[config.mk]
export PLATFORM = sky130hd
export DESIGN_NAME = conv_stream_tx
export DESIGN_NICKNAME = d
export VERILOG_FILES = /design/src/rtl/conv_stream_tx.sv
export SDC_FILE = /design/constraint.sdc
export NUM_CORES = 1
export LEC_CHECK = 0
export BUFFER_PORTS_ARGS = -buffer_cell sky130_fd_sc_hd__buf_4
export CAP_MARGIN = 5
export CORE_MARGIN = 3
export CORE_UTILIZATION = 40
export DETAILED_ROUTE_END_ITERATION = 10
export GPL_TIMING_DRIVEN = 0
export SYNTH_ARGS = -nofsm -noshare
export SYNTH_HDL_FRONTEND = slang
export SYNTH_SLANG_ARGS = --single-unit
[constraint.sdc]
create_clock -name clk -period 6.05 [get_ports clk]
set_clock_uncertainty 0.1 [all_clocks]
set_input_delay 0.3025 -clock clk [delete_from_list [all_inputs] [get_ports clk]]
set_output_delay 0.3025 -clock clk [all_outputs]
set_load 0.005 [all_outputs]
[src/rtl/conv_stream_tx.sv]
// rtl/conv_stream_tx.sv - transmit sequencer feeding filter/image beats to the convolution engine
module conv_stream_tx #(
  parameter int GAP_CYCLES     = 1,
  parameter int TIMEOUT_CYCLES = 1024
) (
  input  logic       clk,
  input  logic       rst_n,
  input  logic       wr_en,
  input  logic       wr_sel,
  input  logic [6:0] wr_addr,
  input  logic [7:0] wr_data,
  input  logic       start,
  input  logic       cfg_filter_size,
  input  logic [3:0] cfg_image_size,
  input  logic       cfg_pad_mode,
  input  logic       cfg_act_mode,
  output logic       busy,
  output logic       done,
  output logic       timeout,
  output logic       err,
  output logic [6:0] result_cnt,
  output logic       filter_valid,
  output logic       image_valid,
  output logic       filter_size,
  output logic [3:0] image_size,
  output logic       pad_mode,
  output logic       act_mode,
  output logic [7:0] in_data,
  input  logic       conv_out_valid
);

  localparam int WW = $clog2(TIMEOUT_CYCLES + 1);
  localparam logic [WW-1:0] WAIT_LAST = WW'(TIMEOUT_CYCLES - 1);
  localparam logic [6:0]    GAP_LAST  = 7'((GAP_CYCLES > 0) ? GAP_CYCLES - 1 : 0);

  typedef enum logic [2:0] {IDLE, SEND_FILT, GAP, SEND_IMG, WAIT_RES, COLLECT, DONE} state_e;

  state_e        state_q, state_d;
  logic [6:0]    idx_q, idx_d;
  logic [WW-1:0] wait_q, wait_d;
  logic [6:0]    cnt_q, cnt_d;
  logic          cfg_fs_q, cfg_fs_d, cfg_pad_q, cfg_pad_d, cfg_act_q, cfg_act_d;
  logic [3:0]    cfg_is_q, cfg_is_d;
  logic          busy_q, busy_d, done_q, done_d, timeout_q, timeout_d, err_q, err_d;
  logic          fv_q, fv_d, iv_q, iv_d, fs_q, fs_d, pad_q, pad_d, act_q, act_d;
  logic [3:0]    is_q, is_d;
  logic [7:0]    data_q, data_d;

  logic [7:0] filt_q [25];
  logic [7:0] img_q  [64];

  logic       we_f, we_i, size_ok;
  logic [6:0] filt_last, img_len, img_last;
  logic [7:0] rd_f, rd_i;

  // Host writes are blocked for the whole transfer so the engine sees a stable snapshot.
  assign we_f      = wr_en & ~busy_q & ~wr_sel & (wr_addr < 7'd25);
  assign we_i      = wr_en & ~busy_q &  wr_sel & (wr_addr < 7'd64);
  assign size_ok   = (cfg_image_size >= 4'd4) && (cfg_image_size <= 4'd8);
  assign filt_last = cfg_fs_q ? 7'd24 : 7'd8;
  assign img_len   = 7'({3'b000, cfg_is_q} * {3'b000, cfg_is_q});
  assign img_last  = img_len - 7'd1;

  // Sample buffers; intentionally not reset so contents survive an aborted transfer.
  always_ff @(posedge clk) begin
    if (we_f) filt_q[wr_addr[4:0]] <= wr_data;
    if (we_i) img_q[wr_addr[5:0]]  <= wr_data;
  end

  // Next-state logic; outputs are derived from the next state so they register in step with it.
  always_comb begin
    state_d   = state_q;
    idx_d     = idx_q;
    wait_d    = wait_q;
    cnt_d     = cnt_q;
    cfg_fs_d  = cfg_fs_q;
    cfg_is_d  = cfg_is_q;
    cfg_pad_d = cfg_pad_q;
    cfg_act_d = cfg_act_q;
    timeout_d = 1'b0;
    err_d     = 1'b0;
    case (state_q)
      IDLE: begin
        if (start) begin
          if (size_ok) begin
            cfg_fs_d  = cfg_filter_size;
            cfg_is_d  = cfg_image_size;
            cfg_pad_d = cfg_pad_mode;
            cfg_act_d = cfg_act_mode;
            cnt_d     = 7'd0;
            idx_d     = 7'd0;
            state_d   = SEND_FILT;
          end else begin
            err_d = 1'b1;
          end
        end
      end
      SEND_FILT: begin
        if (idx_q == filt_last) begin
          idx_d   = 7'd0;
          state_d = (GAP_CYCLES == 0) ? SEND_IMG : GAP;
        end else begin
          idx_d = idx_q + 7'd1;
        end
      end
      GAP: begin
        if (idx_q == GAP_LAST) begin
          idx_d   = 7'd0;
          state_d = SEND_IMG;
        end else begin
          idx_d = idx_q + 7'd1;
        end
      end
      SEND_IMG: begin
        if (idx_q == img_last) begin
          idx_d   = 7'd0;
          wait_d  = '0;
          state_d = WAIT_RES;
        end else begin
          idx_d = idx_q + 7'd1;
        end
      end
      WAIT_RES: begin
        if (conv_out_valid) begin
          cnt_d   = 7'd1;
          state_d = COLLECT;
        end else if (wait_q == WAIT_LAST) begin
          timeout_d = 1'b1;
          state_d   = DONE;
        end else begin
          wait_d = wait_q + WW'(1);
        end
      end
      COLLECT: begin
        if (conv_out_valid) begin
          if (cnt_q != 7'd127) cnt_d = cnt_q + 7'd1;
        end else begin
          state_d = DONE;
        end
      end
      DONE:    state_d = IDLE;
      default: state_d = IDLE;
    endcase

    // A write landing on the same edge as the first read is forwarded.
    rd_f = (we_f && (wr_addr[4:0] == idx_d[4:0])) ? wr_data : filt_q[idx_d[4:0]];
    rd_i = (we_i && (wr_addr[5:0] == idx_d[5:0])) ? wr_data : img_q[idx_d[5:0]];

    fv_d   = (state_d == SEND_FILT);
    iv_d   = (state_d == SEND_IMG);
    fs_d   = fv_d & cfg_fs_d;
    pad_d  = fv_d & cfg_pad_d;
    act_d  = fv_d & cfg_act_d;
    is_d   = iv_d ? cfg_is_d : 4'd0;
    data_d = fv_d ? rd_f : (iv_d ? rd_i : 8'd0);
    busy_d = (state_d != IDLE);
    done_d = (state_d == DONE);
  end

  // State, counters, latched configuration and registered outputs.
  always_ff @(posedge clk or negedge rst_n) begin
    if (!rst_n) begin
      state_q   <= IDLE;
      idx_q     <= 7'd0;
      wait_q    <= '0;
      cnt_q     <= 7'd0;
      cfg_fs_q  <= 1'b0;
      cfg_is_q  <= 4'd0;
      cfg_pad_q <= 1'b0;
      cfg_act_q <= 1'b0;
      busy_q    <= 1'b0;
      done_q    <= 1'b0;
      timeout_q <= 1'b0;
      err_q     <= 1'b0;
      fv_q      <= 1'b0;
      iv_q      <= 1'b0;
      fs_q      <= 1'b0;
      pad_q     <= 1'b0;
      act_q     <= 1'b0;
      is_q      <= 4'd0;
      data_q    <= 8'd0;
    end else begin
      state_q   <= state_d;
      idx_q     <= idx_d;
      wait_q    <= wait_d;
      cnt_q     <= cnt_d;
      cfg_fs_q  <= cfg_fs_d;
      cfg_is_q  <= cfg_is_d;
      cfg_pad_q <= cfg_pad_d;
      cfg_act_q <= cfg_act_d;
      busy_q    <= busy_d;
      done_q    <= done_d;
      timeout_q <= timeout_d;
      err_q     <= err_d;
      fv_q      <= fv_d;
      iv_q      <= iv_d;
      fs_q      <= fs_d;
      pad_q     <= pad_d;
      act_q     <= act_d;
      is_q      <= is_d;
      data_q    <= data_d;
    end
  end

  assign busy         = busy_q;
  assign done         = done_q;
  assign timeout      = timeout_q;
  assign err          = err_q;
  assign result_cnt   = cnt_q;
  assign filter_valid = fv_q;
  assign image_valid  = iv_q;
  assign filter_size  = fs_q;
  assign image_size   = is_q;
  assign pad_mode     = pad_q;
  assign act_mode     = act_q;
  assign in_data      = data_q;

endmodule

# ---- Word level (Yosys, flattened, before mapping)
# Memory sizes are Yosys's and may differ from the RTL's.
# Index checks and enable logic that the tools add are counted.
dict set report op_classes {
  bitwise 10
  order_cmp 4
  n_eq_ne 22
  multipliers 1
  n_addsub 4
  reduce_logical 12
  mux 53
}
# operator n
set op_table {}
lappend op_table {{$mux W7} 10}
lappend op_table {{$mux W11} 3}
lappend op_table {{$mux W8} 4}
lappend op_table {{$pmux W7 S4} 1}
lappend op_table {{$mux W3} 8}
lappend op_table {{$pmux W11 S2} 1}
lappend op_table {{$pmux W7 S3} 1}
lappend op_table {{$mux W1} 19}
lappend op_table {{$pmux W3 S6} 1}
lappend op_table {{$mux W4} 4}
lappend op_table {{$ne A2 B2 Y1 const B} 8}
lappend op_table {{$add A7 B1 Y7 const B} 2}
lappend op_table {{$add A11 B1 Y11 const B} 1}
lappend op_table {{$eq A11 B10 Y1 const B} 1}
lappend op_table {{$eq A3 B2 Y1 const B} 3}
lappend op_table {{$eq A3 B3 Y1 const B} 3}
lappend op_table {{$and A1 B1 Y1} 8}
lappend op_table {{$eq A7 B5 Y1} 1}
lappend op_table {{$eq A7 B7 Y1} 1}
lappend op_table {{$logic_not A7 Y1} 1}
lappend op_table {{$lt A7 B5 Y1 const B} 1}
lappend op_table {{$lt A7 B7 Y1 const B} 1}
lappend op_table {{$mul A4 B4 Y7} 1}
lappend op_table {{$ne A7 B7 Y1 const B} 1}
lappend op_table {{16 further kinds} 21}
dict set report totals {
  input_bits 28
  n_memories 2
  register_bits 56
  ram_bits 712
  wordCells 128
  out_inout_bits 28
}
# memory depth width read_ports rd_clocked_by_memory_dff wr line_no
set memory_table {}
lappend memory_table {img_q 64 8 1 0 1 50} ;# logic [7:0] img_q [64];
lappend memory_table {filt_q 25 8 1 0 1 49} ;# logic [7:0] filt_q [25];

# ---- Longest topological paths before layout
dict set report depth {
  word_depth 10
  depth_mapped 24
}

# ---- Least setup slack after synthesis
# No wires, ideal clock.
dict set report synth_path {
  path_type {register to register}
  start {register cfg_is_q[1]}
  end {register data_q[4] (netlist: in_data[4])}
  path_buffers 5
  path_stages_with_launch 23
  slack_ns 1.534
  period_less_slack_ns 4.516
  t_arrival_ns 4.281
  path_cell_list {dfrtp_1 clkbuf_1 nand2_1 ha_1 xor2_1 ha_1 ha_1 or2_2 a31oi_1 xnor3_1 a31o_1 buf_6 a21boi_4 nor2_4 inv_2 buf_2 buf_2 buf_2 nand3_1 a21oi_1 o21ai_0 a22oi_1 o211ai_1}
}
dict set report synth_via {
  elab_chain_cells 10
}
# item line_no
set synth_lines {}
lappend synth_lines {{start, declared} 43} ;# logic [3:0] cfg_is_q, cfg_is_d;
lappend synth_lines {{start signal, assigned} 188} ;# cfg_is_q <= cfg_is_d;
lappend synth_lines {{$mul A4 B4 Y7 (*)} 61} ;# assign img_len = 7'({3'b000, cfg_is_q} * {3'b000, cfg_is_q});
lappend synth_lines {{$sub A7 B1 Y7 (*)} 62} ;# assign img_last = img_len - 7'd1;
lappend synth_lines {{$eq A7 B7 Y1 (*)} 115} ;# if (idx_q == img_last) begin
lappend synth_lines {{$mux W7 (*)} 115}
lappend synth_lines {{$pmux W7 S4 (*)} 82} ;# case (state_q)
lappend synth_lines {{net idx_d[2]} 39} ;# logic [6:0] idx_q, idx_d;
lappend synth_lines {{branches (longest 4 deep; another with $mem_v2 Z64 W8)} -}
lappend synth_lines {{$mux W8 (*)} 155} ;# data_d = fv_d ? rd_f : (iv_d ? rd_i : 8'd0);
lappend synth_lines {{net data_d[4]} 47} ;# logic [7:0] data_q, data_d;
lappend synth_lines {{end signal, assigned} 201} ;# data_q <= data_d;
lappend synth_lines {{end, declared} 47}
# Mark *: on every way through the listed nets, which the timed path passes.
# A chain may end at the register's enable or synchronous reset.

# ---- Final worst setup path
dict set report layout_path {
  start {register cfg_is_q[0]}
  end {register data_q[2] (netlist: in_data[2])}
}
dict set report layout_via {
  elab_chain_cells 10
}
# item line_no
set layout_lines {}
lappend layout_lines {{$mul A4 B4 Y7 (*)} 61}
lappend layout_lines {{$sub A7 B1 Y7 (*)} 62}
lappend layout_lines {{$eq A7 B7 Y1 (*)} 115}
lappend layout_lines {{branches (longest 6 deep; another with $mem_v2 Z64 W8)} -}
lappend layout_lines {{$mux W8 (*)} 155}
lappend layout_lines {{net data_d[2]} 47}
# Marked as above.

==> impl_metrics.json <==
{
  "vias_per_cell": 6.19,
  "final_cell_mix": "712 x edfxtp_1, 457 x nand2_1, 232 x nor2_1",
  "power.leakage_nw": 13.0,
  "worst_pin_slew_ns": 1.26,
  "grt_max_degree": 91,
  "irDropWorstVdd_v": 0.000195,
  "first_pass_iters": 6,
  "antenna_left": 0,
  "dr_total_vias": 24887,
  "die_area_mm2": 0.0878,
  "slew_headroom_pct": 15.8,
  "crit_fanout": 10,
  "cts.sinks": 768,
  "drv_slew": 0,
  "grt_remaining_overflow": 0,
  "layout.cells.most_common": "edfxtp_1",
  "ys.flop_type": "edfxtp_1",
  "final_cells": 4021,
  "hold_ws_ns": 0.177,
  "setup_viol": 0,
  "hold_violations": 0,
  "synth_edf_count": 712,
  "avgSynthCellArea_um2": 12.4,
  "cts_made_buffers": 82,
  "dp_cells": 3848,
  "placed_area_mm2": 0.0354,
  "grt_setup_unrepaired": "false",
  "wl_per_cell_um": 27.9,
  "multi_input_area_mm2": 0.00997,
  "drive_gt1_share_pct": 12.3,
  "num-fill-cells": 7395,
  "worst_setup_path_start_kind": "flip-flop",
  "hold_path_class": "in2async",
  "core_area_mm2": 0.0828,
  "antenna_found_initial": 7,
  "fp.dieH_um": 296,
  "end_kind": "flip-flop",
  "final_cell_area_mm2": 0.0384,
  "post-dp-hpwl_um": 75800,
  "grt_pass1_wl_um": 161000,
  "synthCells": 2725,
  "min_period_ns": 5.97,
  "gr-usage-all-layers_pct": 25.2,
  "routed_wl_um": 112000,
  "areaGrowthSynthToFinish_pct": 14.1,
  "drc": 0,
  "yosysWarnings": 0,
  "io_buffers": 53,
  "h-tree-depth": 3,
  "post-route-period-util_pct": 98.6,
  "clkTransAtPathRegs_ns": 0.06,
  "worstReg2RegStart": "cfg_is_q[0]$_DFF_PN0_",
  "cts_tree": "done",
  "cts_root_buffer": "clkbuf_16",
  "insertion_delay_ns": 0.65,
  "p_per_area_mw_per_mm2": 286,
  "gp_congestion": 0.955,
  "tns_ns": 0,
  "seq_area_mm2": 0.0228,
  "crit_type": "reg2reg",
  "synth_area_mm2": 0.0337,
  "synthArstFlopShare_pct": 7.29,
  "fmax_ghz": 0.168,
  "status": "completed",
  "clock_path_buffers": 3,
  "required_ns": 6.46,
  "syn-num-nets": 2763,
  "synth-seq-cells": 768,
  "first_global_vias": 23758,
  "arrival_ns": 6.38,
  "ys_seq_area_share_pct": 67.6,
  "total_power_w": 0.0110,
  "die_w_um": 296,
  "drt-initial-drc-count": 3804,
  "crit_path_start": "cfg_is_q[0]$_DFF_PN0_",
  "rows": 105,
  "final_nets": 2919,
  "synth_cell_types": 79,
  "io_pins": 56,
  "floorplan.initialDensity_pct": 40.7,
  "drv_cap": 0
}
[stage by stage]
| step | setup WS [ns] | utilization, % |
|---|---|---|
| floorplan | 1.53 | - |
| global placement | -0.672 | 42.8 |
| detailed placement | -0.791 | 42.8 |
| CTS | 0.0313 | 46.3 |
| global route | 0.00535 | 46.4 |
| finish | 0.0824 | 46.4 |
[worst paths after layout]
kind                                           to  slack, ns  cells past startpoint
max in group asynchronous      idx_q[0]$_DFF_PN0_       5.20                      2
hold reg to reg               cfg_act_q$_DFF_PN0_       0.39                      1
min in group clk           img_q[22][6]$_DFFE_PP_       0.18                      1
setup reg to reg             in_data[2]$_DFF_PN0_       0.08                     21
setup / recovery             in_data[2]$_DFF_PN0_       0.08                     21
hold / removal             wait_q[10]$_DFFE_PN0P_       0.18                      2
[Yosys cell counts, types with 34 or more instances]
| library cell | count | share of area, % |
|---|---|---|
| clkbuf_1 | 81 | 0.90 |
| dfrtp_1 | 56 | 4.2 |
| a211oi_1 | 34 | 0.76 |
| o221ai_1 | 43 | 1.1 |
| nand3_1 | 158 | 2.3 |
| nand2_1 | 458 | 5.1 |
| mux2i_1 | 63 | 1.9 |
| a311oi_1 | 37 | 0.96 |
| o21ai_0 | 51 | 0.76 |
| nor2_1 | 235 | 2.6 |
| buf_2 | 65 | 0.97 |
| edfxtp_1 | 712 | 63 |
| a21oi_1 | 152 | 2.3 |
| o22ai_1 | 54 | 1.0 |
| nor3_1 | 57 | 0.85 |
[timing repair]
item / CTS / global route
buffers inserted: 5 / 4
endpoints found under the setup margin: 8 / 8
hold buffers: 11 / 0
pin swaps: 3 / 2
resized for setup: 29 / 46
endpoints found under the hold margin: 77 / 0
[layer usage]
layer,up-vias,track usage (%),wire length (um)
met4,2,10.5,5140
met2,1505,38.7,50000
met1,12419,35.2,45400
met5,-,0,12
met3,279,4.79,11600
li1,10682,-,-
[layout make-up]
cell class | count | area share [%]
Inverter | 25 | 0.244
Sequential cell | 768 | 59.3
Buffer | 187 | 2.54
Tap cell | 1070 | 3.48
Clock buffer | 108 | 5.83
Antenna cell | 4 | 0.0260
Clock inverter | 42 | 1.13
Timing Repair Buffer | 73 | 1.53
Multi-Input combinational cell | 1744 | 25.9
[worst max-delay path, cell delays in order (launching register included)]
cell	delay, ns
dfrtp_1	0.40
buf_2	0.23
o21ai_0	0.12
a22oi_1	0.23
xor2_1	0.20
ha_1	0.26
ha_1	0.31
or2_2	0.33
a31oi_1	0.20
xnor3_2	0.25
a31o_1	0.18
buf_6	0.18
a21boi_4	0.07
buf_12	0.16
nor2_4	0.28
clkbuf_2	0.41
clkbuf_4	0.38
o221ai_1	0.17
a22o_1	0.28
o21ai_0	0.46
o21ai_0	0.29
o211ai_1	0.35
[where the power goes]
group          internal [W]  switching, W
combinational     0.0000215      0.000126
clock               0.00292       0.00213
sequential          0.00580             0
total               0.00875       0.00226
[sequential cells by signal (all words and copies together), names as in the netlist, 3 cells and up]
| name | count |
|---|---|
| cfg_is_q | 4 |
| filt_q | 200 |
| idx_q | 7 |
| image_size | 4 |
| img_q | 512 |
| in_data | 8 |
| result_cnt | 7 |
| state_q | 3 |
| wait_q | 11 |
[kinds of logic after synthesis]
logic type      count (synthesis)  share of synthesized area [%]
simple gates                 1037                           13.6
flops                         768                           67.6
compound gates                588                           12.2
buf+inv                       213                           2.95
mux                            88                           2.71
xor+xnor                       21                          0.609
fa+ha+maj                      10                          0.371
(Power assumes the default switching activity.)
